File: src/rtl/rv32i_types.sv
// Shared RV32/RV64 pipeline types: memory-stage FSM states, access sizes and
// the funct3 encodings that only exist on RV64.
package rv32i_types;

  typedef enum logic [1:0] {IDLE, WAIT, DONE} mem_state_t;

  typedef enum logic [1:0] {SZ_BYTE, SZ_HALF, SZ_WORD, SZ_DOUBLE} mem_size_t;

  localparam logic [2:0] load_f3_ld  = 3'b011;
  localparam logic [2:0] load_f3_lwu = 3'b110;
  localparam logic [2:0] store_f3_sd = 3'b011;
  localparam logic [2:0] f3_reserved = 3'b111;

endpackage

File: src/rtl/load_extend.sv
// Picks the addressed bytes out of a memory word and sign- or zero-extends
// them to the register width according to the load funct3.
module load_extend #(
  parameter int DATA_W = 32,
  parameter int OFF_W  = $clog2(DATA_W / 8)
) (
  input  logic [DATA_W-1:0] rdata,
  input  logic [OFF_W-1:0]  offset,
  input  logic [2:0]        funct3,
  output logic [DATA_W-1:0] ld_data
);

  logic [DATA_W-1:0] shifted;

  assign shifted = rdata >> {offset, 3'b000};

  always_comb begin
    ld_data = shifted;
    case (funct3)
      3'b000:  ld_data = DATA_W'($signed(shifted[7:0]));
      3'b001:  ld_data = DATA_W'($signed(shifted[15:0]));
      3'b010:  ld_data = DATA_W'($signed(shifted[31:0]));
      3'b100:  ld_data = DATA_W'(shifted[7:0]);
      3'b101:  ld_data = DATA_W'(shifted[15:0]);
      3'b110:  ld_data = DATA_W'(shifted[31:0]);
      default: ld_data = shifted;
    endcase
  end

endmodule

File: src/rtl/mem_access_unit.sv
// Pipelined MEM stage: issues one registered load/store to a variable-latency
// data memory, stalls until the response, and returns extended load data.
module mem_access_unit
  import rv32i_types::*;
#(
  parameter int DATA_W = 32,
  parameter int ADDR_W = 32
) (
  input  logic                clk,
  input  logic                rst_n,
  input  logic                req_valid,
  input  logic                req_load,
  input  logic                req_store,
  input  logic [2:0]          req_funct3,
  input  logic [ADDR_W-1:0]   req_addr,
  input  logic [DATA_W-1:0]   req_wdata,
  output logic                stall,
  output logic [ADDR_W-1:0]   dmem_addr,
  output logic [DATA_W/8-1:0] dmem_rmask,
  output logic [DATA_W/8-1:0] dmem_wmask,
  output logic [DATA_W-1:0]   dmem_wdata,
  input  logic [DATA_W-1:0]   dmem_rdata,
  input  logic                dmem_resp,
  output logic                ld_valid,
  output logic [DATA_W-1:0]   ld_data,
  output logic                misaligned,
  output logic                illegal
);

  localparam int NB    = DATA_W / 8;
  localparam int OFF_W = $clog2(NB);

  mem_state_t        state, next_state;
  mem_size_t         size;
  logic              mem_op, f3_illegal, misalign, issue;
  logic [OFF_W-1:0]  offset;
  logic [NB-1:0]     base_mask, byte_mask;
  logic [DATA_W-1:0] wdata_shift, wdata_lane, ext_data;
  logic              op_load;
  logic [2:0]        op_f3;
  logic [OFF_W-1:0]  op_off;

  assign mem_op      = req_valid & (req_load | req_store);
  assign size        = mem_size_t'(req_funct3[1:0]);
  assign offset      = req_addr[OFF_W-1:0];
  assign byte_mask   = base_mask << offset;
  assign wdata_shift = req_wdata << {offset, 3'b000};

  // 011 and 110 are the RV64-only LD/SD and LWU encodings.
  always_comb begin
    f3_illegal = (req_funct3 == f3_reserved);
    if (DATA_W == 32 && (req_funct3 == load_f3_ld || req_funct3 == store_f3_sd ||
                         req_funct3 == load_f3_lwu))
      f3_illegal = 1'b1;
  end

  always_comb begin
    base_mask = '0;
    misalign  = 1'b0;
    case (size)
      SZ_BYTE:   base_mask = NB'(1);
      SZ_HALF:   begin base_mask = NB'(3);  misalign = req_addr[0];     end
      SZ_WORD:   begin base_mask = NB'(15); misalign = |req_addr[1:0];  end
      SZ_DOUBLE: begin base_mask = '1;      misalign = |req_addr[2:0];  end
      default:   base_mask = '0;
    endcase
  end

  always_comb begin
    for (int i = 0; i < NB; i++)
      wdata_lane[8*i +: 8] = byte_mask[i] ? wdata_shift[8*i +: 8] : 8'h00;
  end

  always_ff @(posedge clk or negedge rst_n) begin
    if (!rst_n) state <= IDLE;
    else        state <= next_state;
  end

  // Faults are reported in IDLE only, since the request is held through WAIT.
  always_comb begin
    next_state = state;
    stall      = 1'b0;
    misaligned = 1'b0;
    illegal    = 1'b0;
    issue      = 1'b0;
    case (state)
      IDLE: begin
        if (mem_op) begin
          if (f3_illegal)    illegal    = 1'b1;
          else if (misalign) misaligned = 1'b1;
          else begin
            stall      = 1'b1;
            issue      = 1'b1;
            next_state = WAIT;
          end
        end
      end
      WAIT: begin
        stall = 1'b1;
        if (dmem_resp) next_state = DONE;
      end
      DONE:    next_state = IDLE;
      default: next_state = IDLE;
    endcase
    if (!rst_n) begin
      stall      = 1'b0;
      misaligned = 1'b0;
      illegal    = 1'b0;
      issue      = 1'b0;
    end
  end

  always_ff @(posedge clk or negedge rst_n) begin
    if (!rst_n) begin
      dmem_addr  <= '0;
      dmem_rmask <= '0;
      dmem_wmask <= '0;
      dmem_wdata <= '0;
      ld_valid   <= 1'b0;
      ld_data    <= '0;
      op_load    <= 1'b0;
      op_f3      <= '0;
      op_off     <= '0;
    end else if (issue) begin
      dmem_addr  <= {req_addr[ADDR_W-1:OFF_W], {OFF_W{1'b0}}};
      dmem_rmask <= req_load  ? byte_mask  : '0;
      dmem_wmask <= req_store ? byte_mask  : '0;
      dmem_wdata <= req_store ? wdata_lane : '0;
      op_load    <= req_load;
      op_f3      <= req_funct3;
      op_off     <= offset;
    end else if (state == WAIT && dmem_resp) begin
      dmem_addr  <= '0;
      dmem_rmask <= '0;
      dmem_wmask <= '0;
      dmem_wdata <= '0;
      ld_valid   <= op_load;
      if (op_load) ld_data <= ext_data;
    end else if (state == DONE) begin
      ld_valid <= 1'b0;
    end
  end

  load_extend #(.DATA_W(DATA_W)) u_load_extend (
    .rdata   (dmem_rdata),
    .offset  (op_off),
    .funct3  (op_f3),
    .ld_data (ext_data)
  );

endmodule

File: config.mk
export PLATFORM = sky130hd
export DESIGN_NAME = mem_access_unit
export DESIGN_NICKNAME = d
export VERILOG_FILES = /design/src/rtl/rv32i_types.sv /design/src/rtl/load_extend.sv /design/src/rtl/mem_access_unit.sv
export SDC_FILE = /design/constraint.sdc
export NUM_CORES = 1
export LEC_CHECK = 0
export ABC_CLOCK_PERIOD_IN_PS = 2710
export BUFFER_PORTS_ARGS = -buffer_cell sky130_fd_sc_hd__buf_2
export CORE_MARGIN = 1
export CORE_UTILIZATION = 32
export CTS_CLUSTER_SIZE = 14
export DETAILED_ROUTE_END_ITERATION = 16
export PLACE_DENSITY = 0.55
export SYNTH_ARGS = -nofsm -noshare
export SYNTH_HDL_FRONTEND = slang
export SYNTH_HIERARCHICAL = 1
export SYNTH_SLANG_ARGS = --single-unit
File: constraint.sdc
create_clock -name clk -period 2.71 [get_ports clk]
set_input_delay 0.6775 -clock clk [delete_from_list [all_inputs] [get_ports clk]]
set_output_delay 0.6775 -clock clk [all_outputs]
set_load 0.02 [all_outputs]
==> impl_metrics.tcl, run 1 <==
set metrics [dict create \
    drv_cap 0 \
    core_um2 17400 \
    ir_worst_vdd_mv 0.480 \
    finalMaxSlewViolations 0 \
    cts_buffer_depth 2 \
    gp_congestion 0.895 \
    hold_viol 0 \
    yosysUniqueCellTypes 48 \
    async_flop_share_pct 100 \
    place_hpwl_um 12200 \
    dp_slack_ns 0.194 \
    rsz0062_at_grt "false" \
    antenna_found_initial 1 \
    avgViaCountPerCell 5.01 \
    synth.area.mux_share_pct 22.7 \
    grt_pass1_vias 4816 \
    final_common_cell "buf_2" \
    p_leak_nw 4.20 \
    postSynthCellCount 550 \
    die_w_um 136 \
    worst_slack_ns 0.180 \
    placed_cells 962 \
    synth_compound_area_share_pct 11.1 \
    drc 0 \
    ctsHtreeMaxLevel 3 \
    grt_overflow_total 0 \
    crit_path_end_kind "primary output" \
    vias 4902 \
    totalWireLength_um 16600 \
    antenna_left 0 \
    fin_cells 979 \
    drive_above_1_share_pct 38.0 \
    grt_usage_pct 18.1 \
    cts.sink_count 111 \
    synth_adder_area_share_pct 0 \
    worstPathRequired_ns 2.03 \
    clkLatencyLatePin_ns 0.36 \
    synthXorXnorAreaFrac_pct 0 \
    fin_nets 853 \
    drtIter0Drc 213 \
    arrival_ns 1.85 \
    worstSetupPathType "in2out" \
    cts-buffers-inserted 9 \
    setup-violations-final 0 \
    hp-class "in2async" \
    yosysWarnings 6 \
    crit_path_start_kind "input port" \
    num_io_pins 213 \
    finalPower_mw 5.83 \
    synth-main-ff-cell "dfrtp_1" \
    status "complete, no violations" \
    synthSimpleGateAreaFrac_pct 11.8 \
    cts_resized 0 \
    cts_tree "built" \
    post-route-cell-area_um2 7310 \
    synth.avg_cell_area_um2 10.5 \
    synth_seq_cells 111 \
    yosysSeqAreaShare_pct 48.3 \
    dieArea_um2 18500 \
    layout_common_cells "buf_2 (209), dfrtp_1 (111), nand2_1 (93)" \
    root_buffer "clkbuf_16" \
    finalCritPeriodShare_pct 93.4 \
    cts_hold_buf 0 \
    critPathMaxFanout 4 \
    clk_transition_reported_paths_ns 0.08 \
    die_y_um 136 \
    post-cts-setup-buffers 0 \
    slew_headroom_pct 42.0 \
    grt_max_degree 64 \
    wl_per_cell_um 17.0 \
    tns_ns 0 \
    post-route-util_pct 41.9 \
    power_density_nw_per_um2 798 \
    io_buffers 210 \
    grt_pass1_wl_um 25800 \
    syn_to_final_growth_pct 27.0 \
    holdWs_ns 0.482 \
    start_util_pct 33.0 \
    fin_skew_ns 0.0103 \
    dpl_cell_area_um2 7020 \
    r2r_slack_ns 0.73 \
    drtPass1Iterations 5 \
    worstMarginPinSlew_ns 0.870 \
    syn-cell-area_um2 5750 \
    synth_top_family_by_area "multiplexers" \
    post-route-min-period_ns 2.53 \
    synth_edf_count 0 \
    num_rows 48 \
    timing.fmax_mhz 395 \
]
==> critical path, cell delays in order <==
cell and delay, ns:
buf_2 0.12, o21ai_0 0.27, nor4b_4 0.36, nor2b_1 0.23, buf_2 0.19
==> cell usage after synthesis (2+ instances only) <==
cell | number | area [um^2]
clkbuf_1 | 12 | 45.0
mux2_1 | 5 | 56.3
mux2_2 | 33 | 372
inv_1 | 37 | 139
a22oi_1 | 6 | 45.0
o21ai_0 | 12 | 60.1
o311ai_0 | 2 | 17.5
nand2b_1 | 2 | 12.5
nor2_1 | 19 | 71.3
a2bb2oi_1 | 6 | 52.6
nand3b_1 | 3 | 22.5
mux2i_1 | 88 | 881
nand2_1 | 93 | 349
nor2b_1 | 11 | 68.8
and3_1 | 2 | 12.5
a211oi_1 | 14 | 105
o21a_1 | 3 | 22.5
buf_4 | 4 | 30.0
o21ai_2 | 3 | 26.3
buf_1 | 3 | 11.3
dfrtp_1 | 111 | 2780
o2bb2ai_1 | 7 | 61.3
nor4_1 | 2 | 12.5
nor3b_1 | 3 | 22.5
buf_6 | 3 | 33.8
a22o_1 | 8 | 70.1
a21oi_1 | 13 | 65.1
nand3_1 | 9 | 45.0
buf_2 | 17 | 85.1
==> final cells by class <==
class,count,area [um^2]
flip-flops and latches,111,2780
fillers,1773,10100
clock inverters,5,38.8
multi-input cells,364,2650
inverters,37,139
repair buffers,225,1180
clock buffers,11,243
diodes,1,2.50
well taps,225,282
==> metal layers <==
layer	global-route usage (%)	wire, um	vias up
met1	23.7	7540	2384
li1	-	-	2299
met4	7.59	300	0
met2	28.6	7640	193
met5	0	0	-
met3	4.06	1160	26
==> kinds of logic after synthesis <==
| kind of cell | count (synthesis) |
|---|---|
| other cells | 1 |
| simple gates | 150 |
| buf+inv | 76 |
| mux | 126 |
| compound gates | 86 |
| flops | 111 |
==> registers in the layout, summed over array words and instances (netlist names) <==
register and cells:
dmem_wmask 4, dmem_wdata 32, dmem_addr 30, dmem_rmask 4, op_off 2, ld_data 32, op_f3 3, ld_valid 1
state 2, op_load 1
==> report_power, final <==
group | internal (mW) | switching, mW | total, mW
Clock | 0.658 | 0.643 | 1.30
Combinational | 0.875 | 1.32 | 2.19
Sequential | 2.06 | 0.274 | 2.33
Total | 3.59 | 2.23 | 5.83
==> path summary, 6_finish.rpt <==
check / end / depth (start not counted) / from
setup / recovery: misaligned / 5 / req_funct3[0]
hold / removal: ld_data[5]$_DFFE_PN0P_ / 2 / rst_n
setup reg to reg: ld_data[27]$_DFFE_PN0P_ / 5 / op_off[1]$_DFFE_PN0P_
hold reg to reg: dmem_wmask[0]$_DFFE_PN0P_ / 1 / dmem_wmask[0]$_DFFE_PN0P_
max in group asynchronous: dmem_addr[11]$_DFFE_PN0P_ / 3 / rst_n
min in group clk: dmem_wmask[0]$_DFFE_PN0P_ / 1 / dmem_wmask[0]$_DFFE_PN0P_
(Power assumes the default switching activity.)
==> inputs of run 2 (changes only) <==
- RECOVER_POWER: default -> 100
==> impl_metrics.tcl, run 2 (synthesized netlist as in run 1, its figures left out) <==
set metrics [dict create \
    status "complete, no violations" \
    cpPeakStageDelay_ns 0.28 \
    antenna_left 0 \
    reg_top3 "dmem_wdata: 32 flops, ld_data: 32 flops, dmem_addr: 30 flops" \
    post-route-min-period_ns 2.54 \
    io_buffers 210 \
    final_common_cell "dfrtp_1" \
    grt_pass1_vias 4816 \
    placed_cells 962 \
    drtIter0Drc 232 \
    ir_worst_vdd_mv 0.438 \
    cp_num_buf_inv 3 \
    core_um2 17400 \
    tns_ns 0 \
    finalMaxSlewViolations 0 \
    grt_usage_pct 18.1 \
    post-cts-setup-buffers 0 \
    gp_congestion 0.895 \
    num_io_pins 213 \
    holdCritStartpoint "dmem_wmask[0]$_DFFE_PN0P_" \
    finalCritPeriodShare_pct 93.7 \
    syn_to_final_growth_pct 24.2 \
    whs_endpoint "dmem_wmask[0]$_DFFE_PN0P_" \
    worstMarginPinSlew_ns 1.23 \
    worstSetupPathType "in2out" \
    grt_max_degree 64 \
    drc 0 \
    drive_above_1_share_pct 23.8 \
    totalWireLength_um 16700 \
    cts_tree "built" \
    hp-class "reg2reg" \
    vias 4872 \
    finalPower_mw 5.73 \
    path_delay_family "buffers and inverters" \
    worstReg2RegEnd "op_f3[2]$_DFFE_PN0P_" \
    drv_cap 0 \
    arrival_ns 1.86 \
    grt_overflow_total 0 \
    setup-violations-final 0 \
    fin_nets 853 \
    fin_skew_ns 0.0122 \
    timing.fmax_mhz 394 \
    cts-buffers-inserted 9 \
    grt_pass1_wl_um 25800 \
    clkLatencyLatePin_ns 0.36 \
    die_y_um 136 \
    cts_resized 0 \
    wl_met1_um 7440 \
    drtPass1Iterations 4 \
    dieArea_um2 18500 \
    antenna_found_initial 1 \
    ctsHtreeMaxLevel 3 \
    reg2reg_depth 5 \
    num_rows 48 \
    cts_buffer_depth 2 \
    p_leak_nw 3.78 \
    power_density_nw_per_um2 802 \
    critPathMaxFanout 8 \
    fin_cells 979 \
    crit_path_start_kind "input port" \
    routed.top_layer "met4" \
    r2r_slack_ns 0.39 \
    r2r-start "state[1]$_DFFE_PN0P_" \
    layout_common_cells "dfrtp_1 (111), clkbuf_1 (107), buf_2 (102)" \
    crit_path_end_kind "primary output" \
    cts_hold_buf 0 \
    slew_headroom_pct 17.7 \
    crit_chain "buf_2, clkbuf_1, a21oi_1, o21a_1, nor2b_1, clkbuf_2" \
    worstPathRequired_ns 2.03 \
    wl_met2_um 7610 \
    avgViaCountPerCell 4.98 \
    hold_viol 0 \
    rsz0062_at_grt "false" \
    wl_per_cell_um 17.0 \
    start_util_pct 33.0 \
    critical-path-slowest-cell "clkbuf_1" \
    clk_transition_reported_paths_ns 0.08 \
    die_w_um 136 \
    cts.sink_count 111 \
    place_hpwl_um 12200 \
    hold_path_depth 1 \
    root_buffer "clkbuf_16" \
    route.met3.wl_um 1260 \
]
[run 2: cell type report]
type	instances	area, um^2
repair buffers	225	1030
well taps	225	282
fillers	1844	10300
diodes	1	2.50
inverters	37	139
clock buffers	11	243
flip-flops and latches	111	2780
multi-input cells	364	2640
clock inverters	5	38.8
[run 2: worst max path at each step]
stage	from	to	cells past startpoint	slack, ns
final	req_funct3[0]	misaligned	6	0.17
after global routing	req_funct3[0]	op_off[1]$_DFFE_PN0P_	7	0.05
after CTS	req_funct3[0]	misaligned	5	0.17
after detailed placement	req_funct3[0]	misaligned	5	0.19
after global placement	req_funct3[0]	misaligned	5	0.19
after floorplan	req_funct3[0]	stall	7	0.04
[run 2: routing by layer]
layer  vias up  global-route usage, %
met5         -                      0
met4         0                   7.59
met3        23                   4.06
met2       193                   28.6
met1      2360                   23.7
li1       2296                      -
[run 2: metrics by stage]
stage	setup WS, ns	hold WS, ns	area [um^2]	util (%)
2_1_floorplan	0.0415	0.382	5760	-
3_3_place_gp	0.193	0.457	7020	40.3
3_5_place_dp	0.194	0.469	7020	40.3
4_1_cts	0.174	0.488	7300	41.9
5_1_grt	0.0500	0.512	7150	41.0
6_report	0.172	0.488	7150	41.0
[run 2: power by group]
part | total [mW] | internal [mW] | switching (mW) | leakage, nW
clock network | 1.30 | 0.658 | 0.641 | 0.137
registers | 2.34 | 2.06 | 0.284 | 1.47
logic | 2.09 | 0.768 | 1.32 | 2.17
total | 5.73 | 3.49 | 2.25 | 3.78
==> inputs of run 3 (changes only) <==
- ABC_CLOCK_PERIOD_IN_PS: 2710 -> 2900
- clock period: 2.71 -> 2.9 ns (I/O delays scaled with it)
==> impl_metrics.tcl, run 3 (synthesized netlist as in run 1, its figures left out) <==
set metrics [dict create \
    status "complete, no violations" \
    gp_congestion 0.857 \
    power_density_nw_per_um2 760 \
    io_buffers 210 \
    cp-startpoint "rst_n" \
    setup-violations-final 0 \
    crit_path_start_kind "input port" \
    totalWireLength_um 16800 \
    cts_tree "built" \
    drc 0 \
    fin_nets 853 \
    root_buffer "clkbuf_16" \
    drive_above_1_share_pct 23.5 \
    finalCritPeriodShare_pct 95.2 \
    post-route-min-period_ns 2.76 \
    grt_max_degree 69 \
    antenna_left 0 \
    num_rows 48 \
    cp_num_buf_inv 3 \
    grt_overflow_total 0 \
    finalMaxSlewViolations 0 \
    clk_transition_reported_paths_ns 0.08 \
    post-cts-setup-buffers 0 \
    core_um2 17400 \
    die_y_um 136 \
    routed.top_layer "met4" \
    num_io_pins 213 \
    crit_chain "clkbuf_1, nand2b_1, nor4b_4, buf_4, nor2b_1, buf_2" \
    rsz0062_at_grt "false" \
    start_util_pct 33.0 \
    grt_pass1_wl_um 26400 \
    arrival_ns 2.04 \
    critical-path-slowest-cell "nor4b_4" \
    timing.fmax_mhz 362 \
    ir_worst_vdd_mv 0.386 \
    wl_met2_um 8080 \
    p_leak_nw 3.78 \
    vias 4906 \
    ctsHtreeMaxLevel 3 \
    layout_common_cells "dfrtp_1 (111), clkbuf_1 (108), buf_2 (104)" \
    hold_viol 0 \
    clkLatencyLatePin_ns 0.35 \
    slew_headroom_pct 24.1 \
    place_hpwl_um 12400 \
    r2r-start "state[1]$_DFFE_PN0P_" \
    worstPathRequired_ns 2.17 \
    syn_to_final_growth_pct 24.6 \
    dieArea_um2 18500 \
    die_w_um 136 \
    cts_resized 0 \
    cts_hold_buf 0 \
    antenna_found_initial 1 \
    route.met3.wl_um 1110 \
    path_delay_family "simple AND/OR/NAND/NOR gates" \
    cts-buffers-inserted 9 \
    worstMarginPinSlew_ns 1.14 \
    critPathMaxFanout 6 \
    placed_cells 962 \
    reg_top3 "dmem_wdata: 32 flops, ld_data: 32 flops, dmem_addr: 30 flops" \
    avgViaCountPerCell 5.01 \
    grt_pass1_vias 4985 \
    wl_met1_um 7300 \
    drv_cap 0 \
    cts_buffer_depth 2 \
    drtPass1Iterations 4 \
    cpPeakStageDelay_ns 0.33 \
    hp-class "reg2reg" \
    grt_usage_pct 18.5 \
    wl_per_cell_um 17.2 \
    drtIter0Drc 249 \
    worstSetupPathType "in2out" \
    holdCritStartpoint "dmem_wmask[0]$_DFFE_PN0P_" \
    fin_skew_ns 0.00886 \
    crit_path_end_kind "primary output" \
    final_common_cell "dfrtp_1" \
    tns_ns 0 \
    fin_cells 979 \
    cts.sink_count 111 \
]
==> run 3: final cells by class <==
type | count | area [um^2]
Clock inverter | 4 | 53.8
Inverter | 37 | 139
Multi-Input combinational cell | 364 | 2640
Clock buffer | 12 | 256
Timing Repair Buffer | 225 | 1020
Tap cell | 225 | 282
Sequential cell | 111 | 2780
Antenna cell | 1 | 2.50
Fill cell | 1821 | 10200
==> run 3: per-stage QoR <==
step                instance area, um^2  util, %  total power [mW]  hold WS [ns]  worst slack, ns
floorplan                          5760        -              3.54         0.429            0.136
global placement                   7010     40.2              4.23         0.458            0.224
detailed placement                 7010     40.2              4.29         0.473            0.151
CTS                                7320     42.0              5.62         0.491            0.145
global route                       7170     41.1              5.77         0.513           0.0436
finish                             7170     41.1              5.45         0.496            0.139
==> run 3: per-layer routing <==
metal / vias to the layer above / GRT usage (%)
met2: 179 / 31.4
met4: 0 / 7.10
met5: - / 0
li1: 2297 / -
met1: 2408 / 23.3
met3: 22 / 3.39
==> run 3: worst reg2reg max path, delay by kind of cell, from the launching register on <==
family                 cells  cell delay (ns)
muxes                      1             0.26
buffers and inverters      2             0.99
DFF                        1             0.43
and+or+nand+nor            3             0.43
==> run 3: path summary, 6_finish.rpt <==
| kind | cells past startpoint | endpoint | slack [ns] |
|---|---|---|---|
| setup / recovery | 6 | misaligned | 0.14 |
| hold / removal | 1 | dmem_wmask[0]$_DFFE_PN0P_ | 0.50 |
| setup reg to reg | 6 | dmem_addr[29]$_DFFE_PN0P_ | 0.72 |
| hold reg to reg | 1 | dmem_wmask[0]$_DFFE_PN0P_ | 0.50 |
| max in group asynchronous | 3 | dmem_wdata[12]$_DFFE_PN0P_ | 0.55 |
| min in group asynchronous | 2 | ld_data[4]$_DFFE_PN0P_ | 0.85 |
==> run 3: report_power, final <==
part / internal [mW] / total [mW] / switching (mW) / leakage, nW
clock network: 0.721 / 1.31 / 0.585 / 0.145
registers: 1.92 / 2.17 / 0.245 / 1.47
logic: 0.709 / 1.97 / 1.26 / 2.16
